[src/rtl/fifo_uart_tx_drain_if.sv]
// Read-side port of an 8-bit synchronous FIFO (standard mode, one-cycle read latency).
// The consumer uses the master modport; the FIFO side uses the slave modport.
interface fifo_uart_tx_drain_if;
  logic       fifo_empty;
  logic [7:0] fifo_dout;
  logic       fifo_rd_en;

  modport master (
    input  fifo_empty,
    input  fifo_dout,
    output fifo_rd_en
  );

  modport slave (
    output fifo_empty,
    output fifo_dout,
    input  fifo_rd_en
  );
endinterface

[src/rtl/fifo_uart_tx_drain.sv]
// Pops bytes from a synchronous FIFO and serialises each one as an 8N1 UART frame, LSB first.
// The line idles high; a new pop can only start from idle, so frames are spaced 10N+2 cycles.
module fifo_uart_tx_drain #(
  parameter int unsigned CLKS_PER_BIT = 868
) (
  input  logic                   clk,
  input  logic                   srst,
  input  logic                   en,
  fifo_uart_tx_drain_if.master   fifo,
  output logic                   tx,
  output logic                   busy,
  output logic                   byte_done
);

  localparam int unsigned CntW = (CLKS_PER_BIT > 1) ? $clog2(CLKS_PER_BIT) : 1;
  localparam logic [CntW-1:0] BaudMax  = CntW'(CLKS_PER_BIT - 1);
  localparam logic [CntW-1:0] BaudLast = CntW'(CLKS_PER_BIT - 2);

  typedef enum logic [2:0] {StIdle, StLatch, StStart, StData, StStop} state_e;

  state_e          state_q;
  logic [CntW-1:0] baud_q;
  logic [2:0]      bit_q;
  logic [7:0]      shreg_q;
  logic            tx_q;
  logic            busy_q;
  logic            byte_done_q;

  logic pop;
  logic baud_wrap;

  // Reset must win over the pop so a byte is never lost while the block is held in reset.
  assign pop       = (state_q == StIdle) & en & ~fifo.fifo_empty & ~srst;
  assign baud_wrap = (baud_q == BaudMax);

  assign fifo.fifo_rd_en = pop;
  assign tx              = tx_q;
  assign busy            = busy_q;
  assign byte_done       = byte_done_q;

  always_ff @(posedge clk) begin
    if (srst) begin
      state_q     <= StIdle;
      baud_q      <= '0;
      bit_q       <= '0;
      shreg_q     <= '0;
      tx_q        <= 1'b1;
      busy_q      <= 1'b0;
      byte_done_q <= 1'b0;
    end else begin
      byte_done_q <= 1'b0;
      case (state_q)
        StIdle: begin
          baud_q <= '0;
          if (pop) begin
            state_q <= StLatch;
            busy_q  <= 1'b1;
          end
        end
        StLatch: begin
          shreg_q <= fifo.fifo_dout;
          tx_q    <= 1'b0;
          state_q <= StStart;
        end
        StStart: begin
          baud_q <= baud_wrap ? '0 : baud_q + 1'b1;
          if (baud_wrap) begin
            tx_q    <= shreg_q[0];
            state_q <= StData;
          end
        end
        StData: begin
          baud_q <= baud_wrap ? '0 : baud_q + 1'b1;
          if (baud_wrap) begin
            bit_q <= bit_q + 1'b1;
            if (bit_q == 3'd7) begin
              tx_q    <= 1'b1;
              state_q <= StStop;
            end else begin
              // tx is registered, so load the next bit while shifting.
              shreg_q <= {1'b0, shreg_q[7:1]};
              tx_q    <= shreg_q[1];
            end
          end
        end
        StStop: begin
          baud_q <= baud_wrap ? '0 : baud_q + 1'b1;
          // Set one cycle early so the registered pulse lands in the final stop cycle.
          if (baud_q == BaudLast) begin
            byte_done_q <= 1'b1;
          end
          if (baud_wrap) begin
            busy_q  <= 1'b0;
            state_q <= StIdle;
          end
        end
        default: state_q <= StIdle;
      endcase
    end
  end

endmodule

[src/flat_wrapper.sv]
// flat-port wrapper written by rule: the top's interface ports become plain ports
module fifo_uart_tx_drain_flat 
#(
  parameter int unsigned CLKS_PER_BIT = 868
)
  (clk, srst, en, tx, busy, byte_done, fifo_fifo_empty, fifo_fifo_dout, fifo_fifo_rd_en);
  fifo_uart_tx_drain_if fifo_i ();
  input  logic clk;
  input  logic srst;
  input  logic en;
  output logic tx;
  output logic busy;
  output logic byte_done;
  input wire logic [$bits(fifo_i.fifo_empty)-1:0] fifo_fifo_empty;
  input wire logic [$bits(fifo_i.fifo_dout)-1:0] fifo_fifo_dout;
  output wire logic [$bits(fifo_i.fifo_rd_en)-1:0] fifo_fifo_rd_en;
  assign fifo_i.fifo_empty = fifo_fifo_empty;
  assign fifo_i.fifo_dout = fifo_fifo_dout;
  assign fifo_fifo_rd_en = fifo_i.fifo_rd_en;
  fifo_uart_tx_drain #(.CLKS_PER_BIT(CLKS_PER_BIT)) u_core (.clk(clk), .srst(srst), .en(en), .fifo(fifo_i), .tx(tx), .busy(busy), .byte_done(byte_done));
endmodule
[config.mk]
export PLATFORM = sky130hd
export DESIGN_NAME = fifo_uart_tx_drain_flat
export DESIGN_NICKNAME = d
export VERILOG_FILES = /design/src/rtl/fifo_uart_tx_drain_if.sv /design/src/rtl/fifo_uart_tx_drain.sv /design/src/flat_wrapper.sv
export SDC_FILE = /design/constraint.sdc
export NUM_CORES = 1
export LEC_CHECK = 0
export BUFFER_PORTS_ARGS = -buffer_cell sky130_fd_sc_hd__buf_2
export CAP_MARGIN = 0
export CORE_ASPECT_RATIO = 1.75
export CORE_MARGIN = 2
export CORE_UTILIZATION = 45
export DETAILED_ROUTE_END_ITERATION = 10
export GPL_ROUTABILITY_DRIVEN = 1
export HOLD_SLACK_MARGIN = 0.03
export PLACE_DENSITY = 0.71
export SLEW_MARGIN = 30
export SYNTH_ARGS = -nofsm -noshare
export SYNTH_HDL_FRONTEND = slang
export SYNTH_SLANG_ARGS = --single-unit
[constraint.sdc]
create_clock -name clk -period 2.35 [get_ports clk]
set_input_delay 0.235 -clock clk [delete_from_list [all_inputs] [get_ports clk]]
set_output_delay 0.235 -clock clk [all_outputs]
set_load 0.005 [all_outputs]
==> impl_metrics.csv, run 1 <==
group,metric,value,unit
global_route,antenna_found_initial,0,
placed_design,detailed_place_hpwl,2440,um
timing,achievable-frequency,0.499,GHz
critical_path,timing.critical_path.slowest_stage_cell,"sky130_fd_sc_hd__o41ai_4",
route,firstDrtPassIters,4,
clock_tree,cts.repair_timing.setup_buffer_count,0,
route,vias_after_detailed_routing,1251,
run,drv.max_cap_violation_count,0,
global_route,pin_count_of_the_biggest_net_entering_global_routing,25,
timing,layout_worst_path_cycle_share,0.854,
logic_synthesis,synth_top_cell_by_area,"sky130_fd_sc_hd__dfxtp_1",
route,drt_iter0_drcs,50,
global_route,first_global_vias,1239,
outcome,status,"finished clean",
power,worst_ir_drop_vdd,0.383,mV
placed_design,port_buffers,15,
clock_tree,cts.htree.levels,1,
route,route.detailed.wl_per_inst,14.8,um
global_route,grt_use_total,0.196,
clock_tree,cts.repair.resized,0,
logic_synthesis,post-synth-top-area-fraction,0.366,
logic_synthesis,synth-seq-area-share,0.366,
critical_path,required,2.49,ns
route,drtAntennaViolNets,0,
logic_synthesis,synthArstFlopShare,0,
floorplan,io_pins,16,
final_layout,syn_to_final_growth,9.41,%
floorplan,die_area,0.00377,mm^2
clock_tree,cts_hold_repair.buffers,0,
critical_path,crit_path_cell_trace,"ha_1 -> nand2b_1 -> o41ai_4 -> and2_1 -> a211oi_1",
logic_synthesis,post_synthesis_mean_instance_area,9.11,um^2
global_route,grt_pass1_wl,5420,um
timing,skew,0.00389,ns
logic_synthesis,postSynthNetCount,178,
timing,period_needed,2.01,ns
route,number_of_vias_per_cell_after_detailed_routing,5.76,
floorplan,core,0.00314,mm^2
floorplan,placementRows,27,
logic_synthesis,synth_edf_count,0,
timing,timing_worst_slew_pin_value,0.502,ns
power,pwr_density_cell,653,mW/mm^2
clock_tree,cts_tree,"done",
critical_path,cp_startpoint_kind,"flip-flop",
power,total_power,1060,uW
clock_tree,cts_inserted_buffers,3,
global_route,globalRoute.totalOverflow,0,
critical_path,critical_path_peak_fanout,9,
logic_synthesis,yosysWarningCount,0,
logic_synthesis,synth.top_cells.by_area,"sky130_fd_sc_hd__dfxtp_1, sky130_fd_sc_hd__mux2i_1, sky130_fd_sc_hd__a21oi_1",
clock_tree,clock_sinks,27,
floorplan,die_h,79.8,um
logic_synthesis,postSynthCellCount,162,
route,drt-total-wl,3210,um
logic_synthesis,synth_common_cells,"sky130_fd_sc_hd__dfxtp_1, sky130_fd_sc_hd__a21oi_1, sky130_fd_sc_hd__nor2_1",
final_layout,util_after_layout,0.514,
logic_synthesis,post-synth-top-count-cell,"sky130_fd_sc_hd__dfxtp_1",
final_layout,count_of_antenna_diodes_in_the_layout,0,
clock_tree,cts-root-to-sink-buffers,2,
final_layout,final_net_count,191,
critical_path,critPathKind,"reg -> reg",
min_path,hold_path_class,"in -> reg",
clock_tree,clkTransAtPathRegs,0.09,ns
final_layout,final_layout_size_suffix_gt1_frac,0.172,
timing,slew_headroom,0.664,
timing,setup_viol_count_final,0,
logic_synthesis,postSynthRegisterBits,27,
critical_path,critical_path_arrival,2.15,ns
floorplan,die_x,47.3,um
logic_synthesis,ys.flop_type,"sky130_fd_sc_hd__dfxtp_1",
floorplan,initial_core_util,0.470,
timing,finalHoldViolations,0,
route,drc,0,
timing,rsz0062_at_grt,"false",
timing,slew_violations,0,
logic_synthesis,syn_area,0.00148,mm^2
placed_design,gp_congestion,0.890,
critical_path,end_kind,"flip-flop",
power,cellLeakagePower,0.000579,uW
clock_tree,cts.root.buffer_cell,"sky130_fd_sc_hd__clkbuf_8",
clock_tree,worstSkewPairLatency,0.27,ns
timing,fin_setup_tns,0,ns
logic_synthesis,synth.lib_cells_used.distinct,46,
final_layout,fillCellCount,300,
critical_path,critPathMaxStageDelay,0.59,ns
==> worst max-delay path, delay by kind of cell, from the launching register on <==
kind | cells | cell delay [ns]
DFF | 1 | 0.39
and+or+nand+nor | 2 | 0.57
adders and majority gates | 1 | 0.21
AOI/OAI and AO/OA | 2 | 0.72
==> stage by stage <==
stage          setup WS [ns]  hold WS [ns]  area [um^2]  std cells
2_1_floorplan          0.630         0.397         1480        162
3_3_place_gp           0.430         0.477         1570        213
3_5_place_dp           0.343         0.508         1570        213
4_1_cts                0.337         0.240         1620        217
5_1_grt                0.170         0.245         1620        217
6_report               0.344         0.236         1620        217
==> cells in the final DEF (no fill, tap or decap), drive strengths merged, types with 2 or more instances in the layout <==
cell / synthesis / final
dfxtp: 27 / 27
buf: 6 / 17
a21oi: 15 / 15
nor2: 13 / 13
mux2i: 9 / 9
a31oi: 8 / 8
nand2: 7 / 7
a211oi: 7 / 7
nor3: 6 / 6
or3b: 6 / 6
nand2b: 5 / 5
inv: 4 / 4
nand3: 4 / 4
o21ai: 4 / 4
ha: 4 / 4
clkbuf: 3 / 4
nor2b: 3 / 3
nand3b: 3 / 3
xnor2: 3 / 3
nor4: 3 / 3
and2: 2 / 2
o22ai: 2 / 2
or3: 2 / 2
or4b: 2 / 2
==> power breakdown <==
part / switching [uW] / total [uW] / leakage, uW / internal [uW]
clock network: 144 / 265 / 0.0000228 / 122
registers: 41.3 / 541 / 0.000219 / 500
logic: 134 / 249 / 0.000337 / 115
total: 319 / 1060 / 0.000579 / 737
==> registers in the layout (all words and copies together), names as in the netlist <==
register,count
u_core.bit_q,3
u_core.busy,1
u_core.baud_q,10
u_core.byte_done,1
u_core.shreg_q,8
u_core.state_q,3
u_core.tx,1
==> layout make-up <==
| type | count | area, um^2 | area share |
|---|---|---|---|
| clock buffers | 4 | 45.0 | 0.0279 |
| well taps | 43 | 53.8 | 0.0333 |
| flip-flops and latches | 27 | 541 | 0.335 |
| inverters | 4 | 15.0 | 0.00930 |
| multi-input cells | 122 | 871 | 0.539 |
| repair buffers | 17 | 90.1 | 0.0558 |
==> final timing paths <==
path / slack, ns / start / cells after the start / end
max reg2reg: 0.34 / u_core.baud_q[1] / 5 / u_core.shreg_q[5]
max: 0.34 / u_core.baud_q[1] / 5 / u_core.shreg_q[5]
min reg2reg: 0.52 / u_core.baud_q[9] / 2 / u_core.baud_q[9]
min: 0.24 / fifo_fifo_dout[7] / 3 / u_core.shreg_q[7]
==> kinds of logic after synthesis <==
group / Yosys count / synth area share
buf+inv: 13 / 0.0441
fa+ha+maj: 4 / 0.0339
flops: 27 / 0.366
xor+xnor: 3 / 0.0178
simple gates: 59 / 0.248
mux: 10 / 0.0686
compound gates: 46 / 0.221
==> metal layers <==
layer  vias to the layer above  global-route usage  wire length [um]
met3                         4              0.0294                83
met5                         -                   0                 0
met4                         0              0.0889                45
met2                        25               0.347              1830
met1                       596               0.211              1250
li1                        626                   -                 -
(Power assumes the default switching activity.)
==> run 2: changes to the inputs <==
Settings changed: PLACE_DENSITY 0.71 to not set, PLACE_DENSITY_LB_ADDON set to 0.08.
==> run 2 against run 1 <==
Against the previous run:
- fmax barely moved
- cell area rose by 0.46%
- worst hold slack improved by 0.0037 ns
- worst setup slack improved by 0.0019 ns
- global-route usage fell by 0.23 points
- utilization rose by 0.24 points
- register-to-register slack barely moved
- critical path type unchanged
- critical endpoint is now u_core.shreg_q[6]
- largest cell class unchanged
==> impl_metrics.csv, run 2 (synthesized netlist as in run 1, its figures left out) <==
group,metric,value,unit
outcome,status,"finished clean",
placed_design,gp_congestion,0.856,
critical_path,critical_path_arrival,2.15,ns
floorplan,die_h,79.8,um
floorplan,initial_core_util,0.470,
final_layout,final_layout_size_suffix_gt1_frac,0.177,
critical_path,crit_path_cell_trace,"ha_1 -> nand2b_1 -> o41ai_4 -> and2_1 -> a211oi_1",
power,pwr_density_cell,653,mW/mm^2
final_layout,largest_register_ff_count,10,
final_layout,final_net_count,192,
placed_design,port_buffers,15,
power,cellLeakagePower,0.000584,uW
global_route,groute.layer.met2.usage,0.362,
critical_path,cp-startpoint,"u_core.baud_q[0]",
critical_path,critPathKind,"reg -> reg",
final_layout,reg_top3,"u_core.baud_q: 10 flops, u_core.shreg_q: 8 flops",
global_route,grt_use_total,0.194,
final_layout,count_of_antenna_diodes_in_the_layout,0,
final_layout,syn_to_final_growth,9.92,%
floorplan,core,0.00314,mm^2
floorplan,die_x,47.3,um
route,firstDrtPassIters,4,
global_route,antenna_found_initial,0,
timing,finalHoldViolations,0,
timing,timing.final.ws_setup,0.346,ns
timing,slew_headroom,0.630,
critical_path,critical_path_peak_fanout,9,
floorplan,die_area,0.00377,mm^2
timing,achievable-frequency,0.499,GHz
clock_tree,cts.htree.levels,1,
critical_path,rr_worst_depth,5,
critical_path,worst_setup_path_endpoint,"u_core.shreg_q[6]",
timing,period_needed,2.00,ns
timing,skew,0.00418,ns
clock_tree,cts-root-to-sink-buffers,2,
timing,timing_worst_slew_pin_value,0.551,ns
global_route,grtUsageMet1,0.219,
final_layout,leading_cell_types_in_the_layout_fill_and_taps_excluded,"sky130_fd_sc_hd__dfxtp_1, sky130_fd_sc_hd__buf_2, sky130_fd_sc_hd__a21oi_1",
route,drt-total-wl,3350,um
clock_tree,cts_tree,"done",
clock_tree,cts_hold_repair.buffers,0,
run,drv.max_cap_violation_count,0,
clock_tree,cts_inserted_buffers,3,
global_route,grt-busiest-layer,"met2",
min_path,hold_path_class,"in -> reg",
global_route,pin_count_of_the_biggest_net_entering_global_routing,24,
clock_tree,clock_sinks,27,
route,route.detailed.wl_per_inst,15.4,um
global_route,routing_usage_on_met3,0.0249,
placed_design,detailed_place_hpwl,2540,um
clock_tree,clkTransAtPathRegs,0.09,ns
timing,fin_setup_tns,0,ns
critical_path,required,2.50,ns
power,worst_ir_drop_vdd,0.403,mV
final_layout,largest-register,"u_core.baud_q",
route,drt_iter0_drcs,19,
critical_path,path_delay_family,"compound AO/OA/AOI/OAI gates",
clock_tree,cts.repair_timing.setup_buffer_count,0,
global_route,globalRoute.totalOverflow,0,
critical_path,path_buf_inv,0,
critical_path,r2r_end,"u_core.shreg_q[6]",
route,number_of_vias_per_cell_after_detailed_routing,5.74,
global_route,grt_pass1_wl,5480,um
critical_path,regToRegSetupSlack,0.35,ns
critical_path,timing.critical_path.slowest_stage_cell,"sky130_fd_sc_hd__o41ai_4",
clock_tree,worstSkewPairLatency,0.27,ns
global_route,first_global_vias,1223,
critical_path,worst_r2r_startpoint,"u_core.baud_q[0]",
floorplan,io_pins,16,
route,drc,0,
timing,slew_violations,0,
timing,setup_viol_count_final,0,
critical_path,cp_startpoint_kind,"flip-flop",
clock_tree,cts.repair.resized,0,
floorplan,placementRows,27,
timing,rsz0062_at_grt,"false",
final_layout,most_common_cell_after_layout_fill_and_taps_aside,"sky130_fd_sc_hd__dfxtp_1",
route,drtAntennaViolNets,0,
clock_tree,cts.root.buffer_cell,"sky130_fd_sc_hd__clkbuf_8",
timing,layout_worst_path_cycle_share,0.853,
critical_path,critPathMaxStageDelay,0.60,ns
critical_path,end_kind,"flip-flop",
critical_path,timing.critical_path.depth,5,
route,vias_after_detailed_routing,1251,
placed_design,pre_cts_slack,0.369,ns
run 2: worst min-delay path by stage:
stage	startpoint	to	cells past startpoint
3_5_place_dp	u_core.baud_q[8]	u_core.baud_q[8]	1
6_report	fifo_fifo_dout[7]	u_core.shreg_q[7]	3
5_1_grt	fifo_fifo_dout[7]	u_core.shreg_q[7]	3
4_1_cts	fifo_fifo_dout[7]	u_core.shreg_q[7]	3
2_1_floorplan	fifo_fifo_dout[7]	u_core.shreg_q[7]	2
3_3_place_gp	u_core.baud_q[8]	u_core.baud_q[8]	1
run 2: metal layers:
metal	up-vias	part of all wire	wire, um
li1	625	-	-
met1	608	0.39	1320
met2	16	0.58	1950
met3	2	0.019	62
met4	0	0.0060	20
met5	-	0	0
run 2: power by group:
part	switching [uW]	internal, uW
registers	40.8	500
clock network	145	121
logic	136	117
total	322	737
run 2: worst reg2reg max path, stage by stage, from the launching register on:
cell and delay (ns):
sky130_fd_sc_hd__dfxtp_1 0.39, sky130_fd_sc_hd__ha_1 0.21, sky130_fd_sc_hd__nand2b_1 0.21, sky130_fd_sc_hd__o41ai_4 0.60, sky130_fd_sc_hd__and2_1 0.36, sky130_fd_sc_hd__a211oi_1 0.12
run 2: area by class of cell:
type | instances | area, um^2
well taps | 43 | 53.8
clock buffers | 4 | 45.0
fillers | 321 | 1520
repair buffers | 18 | 97.6
multi-input cells | 122 | 871
inverters | 4 | 15.0
flip-flops and latches | 27 | 541
run 2: through the flow:
stage	utilization	area (um^2)	total power, uW	hold WS (ns)	cells
5_1_grt	0.517	1620	1120	0.256	218
3_3_place_gp	0.502	1580	795	0.476	214
2_1_floorplan	-	1480	742	0.397	162
4_1_cts	0.517	1620	1070	0.239	218
6_report	0.517	1620	1060	0.240	218
3_5_place_dp	0.502	1580	803	0.488	214
